## config.mk

```make
export PLATFORM = sky130hd
export DESIGN_NAME = alu_op_sequencer
export DESIGN_NICKNAME = d
export VERILOG_FILES = /design/src/rtl/alu_op_sequencer.sv
export SDC_FILE = /design/constraint.sdc
export NUM_CORES = 1
export LEC_CHECK = 0
export CORE_UTILIZATION = 44
export CTS_CLUSTER_SIZE = 28
export DETAILED_ROUTE_END_ITERATION = 7
export PLACE_DENSITY = 0.93
export SYNTH_ARGS = -nofsm -noshare
export SYNTH_HDL_FRONTEND = slang
export SYNTH_SLANG_ARGS = --single-unit
```

## constraint.sdc

```tcl
create_clock -name ClockInput -period 3.07 [get_ports ClockInput]
set_input_delay 0.614 -clock ClockInput [delete_from_list [all_inputs] [get_ports ClockInput]]
set_output_delay 0.614 -clock ClockInput [all_outputs]
set_load 0.05 [all_outputs]
```

## src/rtl/alu_op_sequencer.sv

```systemverilog
// ALU control sequencer: accepts one instruction per handshake, runs IDLE->EXEC->WB.
// Optional retired-instruction counter enabled by ALU_SEQ_RETIRE_CNT_EN.
module alu_op_sequencer #(
  parameter int REG_SEL_W = 3,
  parameter int CNT_W     = 16
) (
  input  logic                 ClockInput,
  input  logic                 ResetN,
  input  logic                 InstrValid,
  input  logic [15:0]          InstrWord,
  output logic                 InstrReady,
  input  logic [3:0]           FlagIn,
  output logic                 AluEnable,
  output logic [2:0]           AluExtOpCode,
  output logic [1:0]           AluOperandSelect,
  output logic                 AluIsExtOperation,
  output logic                 AluUpdateFlag,
  output logic                 AluUpdateResult,
  output logic [REG_SEL_W-1:0] RegReadSelA,
  output logic [REG_SEL_W-1:0] RegReadSelB,
  output logic                 RegWriteEn,
  output logic [REG_SEL_W-1:0] RegWriteSel,
  output logic                 BranchTaken,
  output logic [11:0]          BranchTarget,
  output logic                 IllegalOp
`ifdef ALU_SEQ_RETIRE_CNT_EN
  ,
  output logic [CNT_W-1:0]     RetiredCount
`endif
);

  typedef enum logic [1:0] {
    S_IDLE,
    S_EXEC,
    S_WB
  } state_e;

  state_e      state_q, state_d;
  logic [15:0] ir_q, ir_d;
  logic        rdy_q, rdy_d;
  logic        zf_q, zf_d;

  logic [3:0] cls;
  logic [2:0] ext;
  logic       ext_ok, illegal;
  logic       in_exec, in_wb;
  logic       unused_flags;

  assign unused_flags = ^FlagIn[3:1];
  assign cls     = ir_q[15:12];
  assign ext     = ir_q[11:9];
  assign ext_ok  = (ext == 3'd0) || (ext == 3'd1) || (ext == 3'd4)
                || (ext == 3'd5) || (ext == 3'd6);
  assign illegal = (cls >= 4'd7) || ((cls == 4'd1) && !ext_ok);
  assign in_exec = (state_q == S_EXEC);
  assign in_wb   = (state_q == S_WB);
  assign InstrReady = rdy_q;

  always_ff @(posedge ClockInput or negedge ResetN) begin
    if (!ResetN) begin
      state_q <= S_IDLE;
      ir_q    <= '0;
      rdy_q   <= 1'b0;
      zf_q    <= 1'b0;
    end else begin
      state_q <= state_d;
      ir_q    <= ir_d;
      rdy_q   <= rdy_d;
      zf_q    <= zf_d;
    end
  end

  always_comb begin
    state_d = state_q;
    ir_d    = ir_q;
    rdy_d   = rdy_q;
    zf_d    = zf_q;
    unique case (state_q)
      S_IDLE: begin
        if (InstrValid && rdy_q) begin
          state_d = S_EXEC;
          ir_d    = InstrWord;
          rdy_d   = 1'b0;
        end else begin
          rdy_d = 1'b1;
        end
      end
      S_EXEC: begin
        state_d = S_WB;
        zf_d    = FlagIn[0];
      end
      S_WB: begin
        state_d = S_IDLE;
        rdy_d   = 1'b1;
      end
      default: state_d = S_IDLE;
    endcase
  end

  always_comb begin
    AluEnable         = 1'b0;
    AluExtOpCode      = 3'd0;
    AluOperandSelect  = 2'd0;
    AluIsExtOperation = 1'b0;
    AluUpdateFlag     = 1'b0;
    AluUpdateResult   = 1'b0;
    RegReadSelA       = '0;
    RegReadSelB       = '0;
    RegWriteEn        = 1'b0;
    RegWriteSel       = '0;
    BranchTaken       = 1'b0;
    BranchTarget      = 12'd0;
    IllegalOp         = 1'b0;
    if (in_exec) begin
      IllegalOp = illegal;
      if (!illegal) begin
        AluEnable   = (cls != 4'd0);
        RegReadSelA = REG_SEL_W'(ir_q[5:3]);
        RegReadSelB = REG_SEL_W'(ir_q[2:0]);
        unique case (1'b1)
          (cls == 4'd1): begin
            AluIsExtOperation = 1'b1;
            AluExtOpCode      = ext;
            AluUpdateResult   = 1'b1;
            AluUpdateFlag     = 1'b1;
          end
          (cls == 4'd2): begin
            AluOperandSelect = 2'd1;
            AluUpdateResult  = 1'b1;
            AluUpdateFlag    = 1'b1;
          end
          (cls == 4'd3): begin
            AluOperandSelect = 2'd2;
            AluUpdateResult  = 1'b1;
            AluUpdateFlag    = 1'b1;
          end
          (cls == 4'd4): begin
            AluOperandSelect = 2'd3;
            AluUpdateResult  = 1'b1;
          end
          (cls == 4'd5): begin
            AluIsExtOperation = 1'b1;
            AluExtOpCode      = 3'b001;
            AluUpdateFlag     = 1'b1;
          end
          default: ;
        endcase
      end
    end
    if (in_wb && !illegal) begin
      if ((cls >= 4'd1) && (cls <= 4'd4)) begin
        RegWriteEn  = 1'b1;
        RegWriteSel = REG_SEL_W'(ir_q[8:6]);
      end
      // zero flag was captured on the EXEC->WB edge
      if ((cls == 4'd6) && zf_q) begin
        BranchTaken  = 1'b1;
        BranchTarget = ir_q[11:0];
      end
    end
  end

`ifdef ALU_SEQ_RETIRE_CNT_EN
  logic [CNT_W-1:0] cnt_q, cnt_d;

  assign RetiredCount = cnt_q;
  assign cnt_d = (in_wb && !illegal) ? cnt_q + 1'b1 : cnt_q;

  always_ff @(posedge ClockInput or negedge ResetN) begin
    if (!ResetN) cnt_q <= '0;
    else         cnt_q <= cnt_d;
  end
`endif

endmodule

```

==> results.sh, run 1 <==
export IMPL_wl_met2_mm=1.647
export IMPL_gr_total_overflow=0
export IMPL_wire_per_inst_um=15.80
export IMPL_die_x_um=54.25
export IMPL_synth_seq_cells=20
export IMPL_ys_types=31
export IMPL_drive_gt1_frac=0.3588
export IMPL_avgSynthCellArea_um2=10.54
export IMPL_hold_buffers=0
export IMPL_area_growth_pct=58.23
export IMPL_cp_start_kind="flip-flop"
export IMPL_cts_sinks=20
export IMPL_setup_viol=0
export IMPL_fin_crit_ns=2.959
export IMPL_cts_buffers=3
export IMPL_start_util=0.4762
export IMPL_net_switching_power_w=0.0007098
export IMPL_drt_iter0_drc=31
export IMPL_fmax_mhz=338.0
export IMPL_root_buffer="clkbuf_4"
export IMPL_vias_per_cell=5.445
export IMPL_required_ns=2.46
export IMPL_leakage_nw=0.8516
export IMPL_grt_use_total=0.2457
export IMPL_worst_slew_pin_slew_ns=0.8785
export IMPL_dp_slack_ns=0.1628
export IMPL_status="finished, final reports clean"
export IMPL_first_pass_iters=5
export IMPL_routabilityCongestion=0.9250
export IMPL_peakVddDrop_uv=587.9
export IMPL_ff2ff_setup_slack_ns=1.73
export IMPL_hold_viol_final=0
export IMPL_crit_type="reg2out"
export IMPL_crit_arrival_ns=2.34
export IMPL_multiInputGateArea_um2=643.1
export IMPL_holdPathStages=1
export IMPL_grt_setup_unrepaired="no"
export IMPL_yosys_area_top_type="dfrtp_1"
export IMPL_final_nets=194
export IMPL_path_max_fanout=9
export IMPL_layout_setup_ws_ns=0.1112
export IMPL_cap_violations=0
export IMPL_worstSkewPairLatency_ns=0.31
export IMPL_layout_area_seq_um2=500.5
export IMPL_synth_seq_area_share=0.4167
export IMPL_power_density_nw_per_um2=824.3
export IMPL_top_layer_used="met4"
export IMPL_io_buffers=53
export IMPL_setup_tns_ns=0
export IMPL_drc=0
export IMPL_finalCritPeriodShare=0.9638
export IMPL_route_met3_wl_um=273
export IMPL_grt_pass1_vias=1090
export IMPL_power_share_clock=0.099
export IMPL_cts_tree="built"
export IMPL_hpwl_mm=2.459
export IMPL_fp_dieH_um=54.25
export IMPL_synth_area_leaders="dfrtp_1 42%, mux2_2 16%, nor3b_1 5.6%"
export IMPL_fill_cells=179
export IMPL_n_antenna_cell=0
export IMPL_yosys_warnings=0
export IMPL_antenna_found_initial=0
export IMPL_slew_headroom=0.4125
export IMPL_die_area_um2=2943
export IMPL_ant_nets=0
export IMPL_io_pin_count=57
export IMPL_crit_path_end_kind="output port"
export IMPL_min_path_type="reg2reg"
export IMPL_syn_nets=137
export IMPL_clock_path_buffers=2
export IMPL_htreeDepth=1
export IMPL_swShare=0.4531
export IMPL_placementRows=18
export IMPL_rr_worst_depth=3
export IMPL_core_area_um2=2522
export IMPL_wirelength_met1_mm=1.185
export IMPL_synthArstFlopShare=1.000
export IMPL_syn_inst=114
export IMPL_drt_total_wl_mm=3.160
export IMPL_combPwrFrac=0.572
export IMPL_path_clk_slew_ns=0.11
export IMPL_ys_flop_type="dfrtp_1"
export IMPL_grt_max_degree=21
export IMPL_yosys_area_top_type_share=0.4167
export IMPL_grt_pass1_wl_mm=4.968
export IMPL_clock_skew_ns=0.001834
export IMPL_synth_edf_count=0
export IMPL_seqPwrFrac=0.329
export IMPL_power_internal_w=0.0008569
export IMPL_num_vias=1089
export IMPL_drv_slew=0
export IMPL_syn_area_um2=1201
kinds of logic after synthesis:
| group | Yosys count | share of synthesized area |
|---|---|---|
| AO/OA/AOI/OAI | 12 | 0.06355 |
| XOR/XNOR | 1 | 0.007293 |
| buffers and inverters | 11 | 0.05312 |
| flip-flops | 20 | 0.4167 |
| multiplexers | 17 | 0.1594 |
| AND/OR/NAND/NOR | 53 | 0.3000 |
sequential cells by signal (all words and copies together), names as in the netlist:
signal and count:
ir_q 16, state_q 2, zf_q 1, InstrReady 1
metrics by stage:
| step | utilization | cell area, um^2 | cells | hold WS (ns) | total power (W) |
|---|---|---|---|---|---|
| floorplan | - | 1207 | 114 | 0.3184 | 0.001157 |
| global placement | 0.7401 | 1867 | 196 | 0.4982 | 0.001369 |
| detailed placement | 0.7401 | 1867 | 196 | 0.5138 | 0.001422 |
| CTS | 0.7515 | 1896 | 200 | 0.5402 | 0.001572 |
| global route | 0.7535 | 1901 | 200 | 0.5560 | 0.001660 |
| finish | 0.7535 | 1901 | 200 | 0.5354 | 0.001567 |
synthesized netlist by cell type, types with 2 or more instances:
| master | count |
|---|---|
| a21oi_1 | 5 |
| and2_1 | 7 |
| and2_2 | 5 |
| buf_2 | 3 |
| buf_6 | 2 |
| dfrtp_1 | 20 |
| inv_1 | 4 |
| mux2_2 | 17 |
| nand2_1 | 7 |
| nand2b_1 | 3 |
| nor2_1 | 6 |
| nor2b_1 | 3 |
| nor3_1 | 2 |
| nor3b_1 | 9 |
| o21ai_0 | 4 |
| or3_1 | 2 |
critical path, cell delays in order, from the launching register on:
cell	delay, ns
dfrtp_1	0.50
or4b_4	0.61
o311ai_2	0.37
nor2_1	0.11
dlygate4sd2_1	0.44
placed cells by master, fill, tap and decap left out, drive strengths merged, types with 2 or more instances in the layout:
| cell | count |
|---|---|
| dlymetal6s2s | 2 |
| nor3 | 4 |
| a21oi | 5 |
| nand2b | 3 |
| nand2 | 7 |
| dlygate4sd2 | 6 |
| o21ai | 4 |
| nor2b | 3 |
| clkbuf | 4 |
| and2 | 12 |
| inv | 4 |
| buf | 28 |
| mux2 | 17 |
| nor2 | 6 |
| or3 | 2 |
| clkdlybuf4s50 | 23 |
| nor3b | 9 |
| dfrtp | 20 |
repair_timing:
| item | CTS | global route |
|---|---|---|
| setup endpoints to repair | 6 | 2 |
| resized for setup | 6 | 2 |
| setup buffers | 0 | 0 |
| gates cloned | 0 | 0 |
per-layer routing:
metal / global-route usage / vias up
met5: 0 / -
li1: - / 509
met2: 0.4472 / 64
met4: 0.09402 / 0
met3: 0.06667 / 6
met1: 0.2681 / 510
cell type report:
class                      count  area share
inverter                       4    0.007900
tap                           30     0.01975
sequential                    20      0.2633
multi-input combinational     83      0.3384
timing repair buffer          59      0.3515
clock buffer                   4     0.01909
final timing paths:
path	end	start
setup reg to reg	ir_q[0]	state_q[1]
max in group asynchronous	state_q[0]	ResetN
hold reg to reg	zf_q	zf_q
hold / removal	zf_q	zf_q
setup / recovery	RegWriteSel[0]	ir_q[15]
min in group asynchronous	ir_q[2]	ResetN
power groups by stage:
| stage | clock network [W] | logic [W] | registers (W) |
|---|---|---|---|
| 2_1_floorplan | 0 | 0.000671 | 0.000487 |
| 3_3_place_gp | 0 | 0.000867 | 0.000502 |
| 3_5_place_dp | 0 | 0.000903 | 0.000518 |
| 4_1_cts | 0.000161 | 0.000897 | 0.000514 |
| 5_1_grt | 0.000171 | 0.000953 | 0.000536 |
| 6_report | 0.000156 | 0.000895 | 0.000516 |
(Power assumes the default switching activity.)
==> inputs of run 2 (changes only) <==
--- a/config.mk
+++ b/config.mk
@@ -5,10 +5,12 @@
 export SDC_FILE = /design/constraint.sdc
 export NUM_CORES = 1
 export LEC_CHECK = 0
-export CORE_UTILIZATION = 44
+export CORE_UTILIZATION = 45
 export CTS_CLUSTER_SIZE = 28
 export DETAILED_ROUTE_END_ITERATION = 7
-export PLACE_DENSITY = 0.93
+export DONT_BUFFER_PORTS = 1
+export MAX_ROUTING_LAYER = met4
+export PLACE_DENSITY = 0.68
 export SYNTH_ARGS = -nofsm -noshare
 export SYNTH_HDL_FRONTEND = slang
 export SYNTH_SLANG_ARGS = --single-unit
==> results.sh, run 2 (synthesis gave the netlist of run 1 again) <==
export IMPL_top_register="ir_q"
export IMPL_cap_violations=0
export IMPL_required_ns=2.46
export IMPL_cp_start_kind="flip-flop"
export IMPL_cts_buffers=3
export IMPL_setup_viol=0
export IMPL_cp_endpoint="AluUpdateResult"
export IMPL_slew_headroom=0.3981
export IMPL_start_util=0.4805
export IMPL_finalCritPeriodShare=0.9506
export IMPL_first_pass_iters=5
export IMPL_root_buffer="clkbuf_4"
export IMPL_fin_crit_ns=2.918
export IMPL_drive_gt1_frac=0.4706
export IMPL_drt_iter0_drc=25
export IMPL_cpPeakStageDelay_ns=0.50
export IMPL_leakage_nw=0.6590
export IMPL_cp_startpoint="ir_q[15]"
export IMPL_n_antenna_cell=0
export IMPL_clock_path_buffers=2
export IMPL_cp_cell_sequence="nor3b_1 -> nand2b_1 -> nor4bb_2 -> buf_4"
export IMPL_drt_total_wl_mm=2.670
export IMPL_gr_total_overflow=0
export IMPL_hpwl_mm=2.011
export IMPL_area_growth_pct=30.00
export IMPL_peakVddDrop_uv=859.9
export IMPL_die_area_um2=2880
export IMPL_rr_startpoint="InstrReady"
export IMPL_fmax_mhz=342.7
export IMPL_grt_setup_unrepaired="no"
export IMPL_ff2ff_setup_slack_ns=1.15
export IMPL_routabilityCongestion=0.9291
export IMPL_min_path_type="in2reg"
export IMPL_grt_pass1_wl_mm=4.374
export IMPL_ant_nets=0
export IMPL_path_max_fanout=9
export IMPL_setup_tns_ns=0
export IMPL_fill_cells=203
export IMPL_grt_use_total=0.2183
export IMPL_grt_max_degree=21
export IMPL_antenna_found_initial=0
export IMPL_rr_worst_depth=4
export IMPL_hold_viol_final=0
export IMPL_slowest_stage="dfrtp_1"
export IMPL_reg2reg_to="ir_q[2]"
export IMPL_htreeDepth=1
export IMPL_cts_resized=0
export IMPL_final_util=0.6246
export IMPL_core_area_um2=2500
export IMPL_finalPower_w=0.001538
export IMPL_crit_arrival_ns=2.30
export IMPL_hold_buffers=1
export IMPL_layout_common_cells="20 x dfrtp_1, 17 x mux2_2, 17 x buf_4"
export IMPL_final_nets=160
export IMPL_worstSkewPairLatency_ns=0.31
export IMPL_placementRows=18
export IMPL_crit_type="reg2out"
export IMPL_num_vias=940
export IMPL_status="finished, final reports clean"
export IMPL_vias_per_cell=5.663
export IMPL_path_clk_slew_ns=0.12
export IMPL_wire_per_inst_um=16.08
export IMPL_cts_tree="built"
export IMPL_fp_dieH_um=53.67
export IMPL_crit_path_end_kind="output port"
export IMPL_largest_reg_flops=16
export IMPL_power_density_nw_per_um2=985.0
export IMPL_cts_setup_buffers=0
export IMPL_final_common_cell="dfrtp_1"
export IMPL_clock_skew_ns=0.007154
export IMPL_reg_largest_list="ir_q x16, state_q x2"
export IMPL_io_pin_count=57
export IMPL_drv_slew=0
export IMPL_die_x_um=53.67
export IMPL_io_buffers=0
export IMPL_cts_sinks=20
export IMPL_worst_slew_pin_slew_ns=0.8995
export IMPL_grt_pass1_vias=976
export IMPL_drc=0
==> run 2: worst min-delay path by stage <==
| stage | start | end | cells after the start |
|---|---|---|---|
| after global placement | ResetN | ir_q[5] | 0 |
| after CTS | InstrWord[9] | ir_q[9] | 1 |
| after floorplan | ResetN | InstrReady | 0 |
| final | InstrWord[9] | ir_q[9] | 1 |
| after detailed placement | ResetN | ir_q[5] | 0 |
| after global routing | FlagIn[0] | zf_q | 1 |
==> run 2: worst max-delay path, delay by kind of cell, from the launching register on <==
family / cells / cell delay (ns)
and+or+nand+nor: 3 / 1.25
DFF: 1 / 0.50
buffers and inverters: 1 / 0.24
==> run 2: per-stage QoR <==
| stage | cells | area, um^2 | hold WS [ns] | setup slack, ns |
|---|---|---|---|---|
| floorplan | 114 | 1207 | 0.3184 | 0.2045 |
| global placement | 161 | 1499 | 0.3189 | 0.5525 |
| detailed placement | 161 | 1499 | 0.3188 | 0.5063 |
| CTS | 166 | 1562 | 0.4412 | 0.1460 |
| global route | 166 | 1562 | 0.4261 | 0.04108 |
| finish | 166 | 1562 | 0.4461 | 0.1516 |
==> run 2: cell type report <==
type / instances / area [um^2] / area share
sequential: 20 / 500.5 / 0.3205
timing repair buffer: 25 / 277.8 / 0.1779
multi-input combinational: 83 / 678.2 / 0.4343
inverter: 4 / 15.01 / 0.009615
clock inverter: 1 / 30.03 / 0.01923
clock buffer: 3 / 22.52 / 0.01442
tap: 30 / 37.54 / 0.02404
==> run 2: report_power, final <==
part	total, W	internal [W]	switching (W)
clock network	0.000216	0.000132	0.0000838
registers	0.000580	0.000394	0.000186
logic	0.000742	0.000315	0.000427
==> run 2: routing by layer <==
layer  track usage  wire (um)  vias to the layer above
met2        0.3683       1310                       45
met5             -          0                        -
met4       0.02632         19                        0
met1        0.2640       1140                      456
met3       0.06215        199                        4
li1              -          -                      435
==> inputs of run 3 (changes only) <==
--- a/config.mk
+++ b/config.mk
@@ -9,6 +9,7 @@
 export CTS_CLUSTER_SIZE = 28
 export DETAILED_ROUTE_END_ITERATION = 7
 export DONT_BUFFER_PORTS = 1
+export GPL_TIMING_DRIVEN = 0
 export MAX_ROUTING_LAYER = met4
 export PLACE_DENSITY = 0.68
 export SYNTH_ARGS = -nofsm -noshare
==> results.sh, run 3 (synthesis gave the netlist of run 1 again) <==
export IMPL_core_area_um2=2500
export IMPL_grt_pass1_vias=868
export IMPL_fin_cells=149
export IMPL_crit_arrival_ns=2.31
export IMPL_vias_per_cell=5.893
export IMPL_fin_crit_ns=2.925
export IMPL_drc=0
export IMPL_wire_per_inst_um=17.48
export IMPL_layout_setup_ws_ns=0.1451
export IMPL_setup_viol=0
export IMPL_drt_total_wl_mm=2.605
export IMPL_placementRows=18
export IMPL_clock_path_buffers=2
export IMPL_cap_violations=0
export IMPL_dp_slack_ns=0.01134
export IMPL_drv_slew=0
export IMPL_cts_tree="built"
export IMPL_dp_cells=144
export IMPL_top_register="ir_q"
export IMPL_antenna_found_initial=0
export IMPL_worstSkewPairLatency_ns=0.31
export IMPL_worst_slew_pin_slew_ns=1.429
export IMPL_htreeDepth=1
export IMPL_ant_nets=0
export IMPL_largest_reg_flops=16
export IMPL_crit_type="reg2out"
export IMPL_reg_largest_list="ir_q x16, state_q x2"
export IMPL_num_vias=878
export IMPL_fp_dieH_um=53.67
export IMPL_grt_pass1_wl_mm=4.077
export IMPL_routabilityCongestion=0.8988
export IMPL_leakage_nw=0.5526
export IMPL_final_nets=143
export IMPL_hold_viol_final=0
export IMPL_drt_iter0_drc=8
export IMPL_critPathTopFamily="simple AND/OR/NAND/NOR gates"
export IMPL_grt_setup_unrepaired="no"
export IMPL_required_ns=2.46
export IMPL_io_buffers=0
export IMPL_path_clk_slew_ns=0.12
export IMPL_drive_gt1_frac=0.4622
export IMPL_min_path_type="in2reg"
export IMPL_die_area_um2=2880
export IMPL_clock_skew_ns=0.01228
export IMPL_power_density_nw_per_um2=1118
export IMPL_die_x_um=53.67
export IMPL_path_buf_inv=2
export IMPL_first_pass_iters=4
export IMPL_fmax_mhz=341.9
export IMPL_slowest_stage="nor4bb_4"
export IMPL_cts_setup_buffers=0
export IMPL_final_common_cell="dfrtp_1"
export IMPL_slew_headroom=0.04016
export IMPL_status="finished, final reports clean"
export IMPL_cpPeakStageDelay_ns=0.79
export IMPL_grt_use_total=0.2083
export IMPL_cts_sinks=20
export IMPL_fill_cells=229
export IMPL_finalCritPeriodShare=0.9527
export IMPL_io_pin_count=57
export IMPL_peakVddDrop_uv=740.3
export IMPL_n_antenna_cell=0
export IMPL_grt_max_degree=21
export IMPL_start_util=0.4805
export IMPL_crit_path_end_kind="output port"
export IMPL_layout_common_cells="20 x dfrtp_1, 17 x mux2_2, 12 x and2_2"
export IMPL_cp_cell_sequence="buf_6 -> nor3b_2 -> nand2b_1 -> clkbuf_1 -> nor4bb_4"
export IMPL_area_growth_pct=14.17
export IMPL_gr_total_overflow=0
export IMPL_cts_buffers=3
export IMPL_root_buffer="clkbuf_4"
export IMPL_path_max_fanout=9
export IMPL_cp_start_kind="flip-flop"
run 3: what timing repair did:
action,CTS,global route
endpoints found under the hold margin,20,0
gates resized for setup,3,8
pin swaps,1,1
cloned,0,0
endpoints found under the setup margin,3,16
hold buffers,1,0
run 3: worst register-to-register path: cells and delay by family (launching register included):
| kind | cells | cell delay (ns) |
|---|---|---|
| simple gates | 2 | 0.68 |
| mux | 1 | 0.35 |
| buf+inv | 1 | 0.31 |
| flops | 1 | 0.68 |
run 3: routing by layer:
layer  GRT usage  routed length (um)  vias up
met5           -                   0        -
met4     0.06579                  14        0
met3     0.07345                 184        2
met2      0.3333                1292       37
met1      0.2425                1113      434
li1            -                   -      405
run 3: report_power, final:
group / leakage (nW) / switching (W) / internal [W]
logic: 0.289 / 0.000499 / 0.000308
clock network: 0.0279 / 0.0000845 / 0.000132
registers: 0.235 / 0.000117 / 0.000394
total: 0.553 / 0.000700 / 0.000834
run 3: per-stage QoR:
stage / setup TNS [ns] / hold WS, ns / utilization / total power (W) / cell area (um^2)
final: 0 / 0.4440 / 0.5485 / 0.001534 / 1371
after global routing: 0 / 0.4208 / 0.5485 / 0.001627 / 1371
after CTS: 0 / 0.4462 / 0.5430 / 0.001534 / 1358
after detailed placement: 0 / 0.3190 / 0.5100 / 0.001293 / 1275
after global placement: -0.06150 / 0.3189 / 0.4980 / 0.001247 / 1245
after floorplan: 0 / 0.3184 / - / 0.001157 / 1207
run 3: cell type report:
type,instances,area [um^2],share of cell area
inverters,4,15.01,0.01095
plain buffers,7,48.80,0.03558
clock buffers,3,22.52,0.01642
clock inverters,1,30.03,0.02190
repair buffers,1,10.01,0.007299
flip-flops and latches,20,500.5,0.3650
multi-input cells,83,706.9,0.5155
well taps,30,37.54,0.02737
run 3: worst paths after layout:
check / from / end / slack [ns] / cells after the start
max in group asynchronous: ResetN / ir_q[10] / 1.65 / 1
setup reg to reg: InstrReady / ir_q[2] / 0.93 / 4
hold / removal: InstrWord[7] / ir_q[7] / 0.44 / 1
min in group asynchronous: ResetN / ir_q[6] / 0.86 / 1
hold reg to reg: ir_q[0] / ir_q[0] / 0.53 / 1
setup / recovery: ir_q[15] / AluUpdateResult / 0.15 / 5
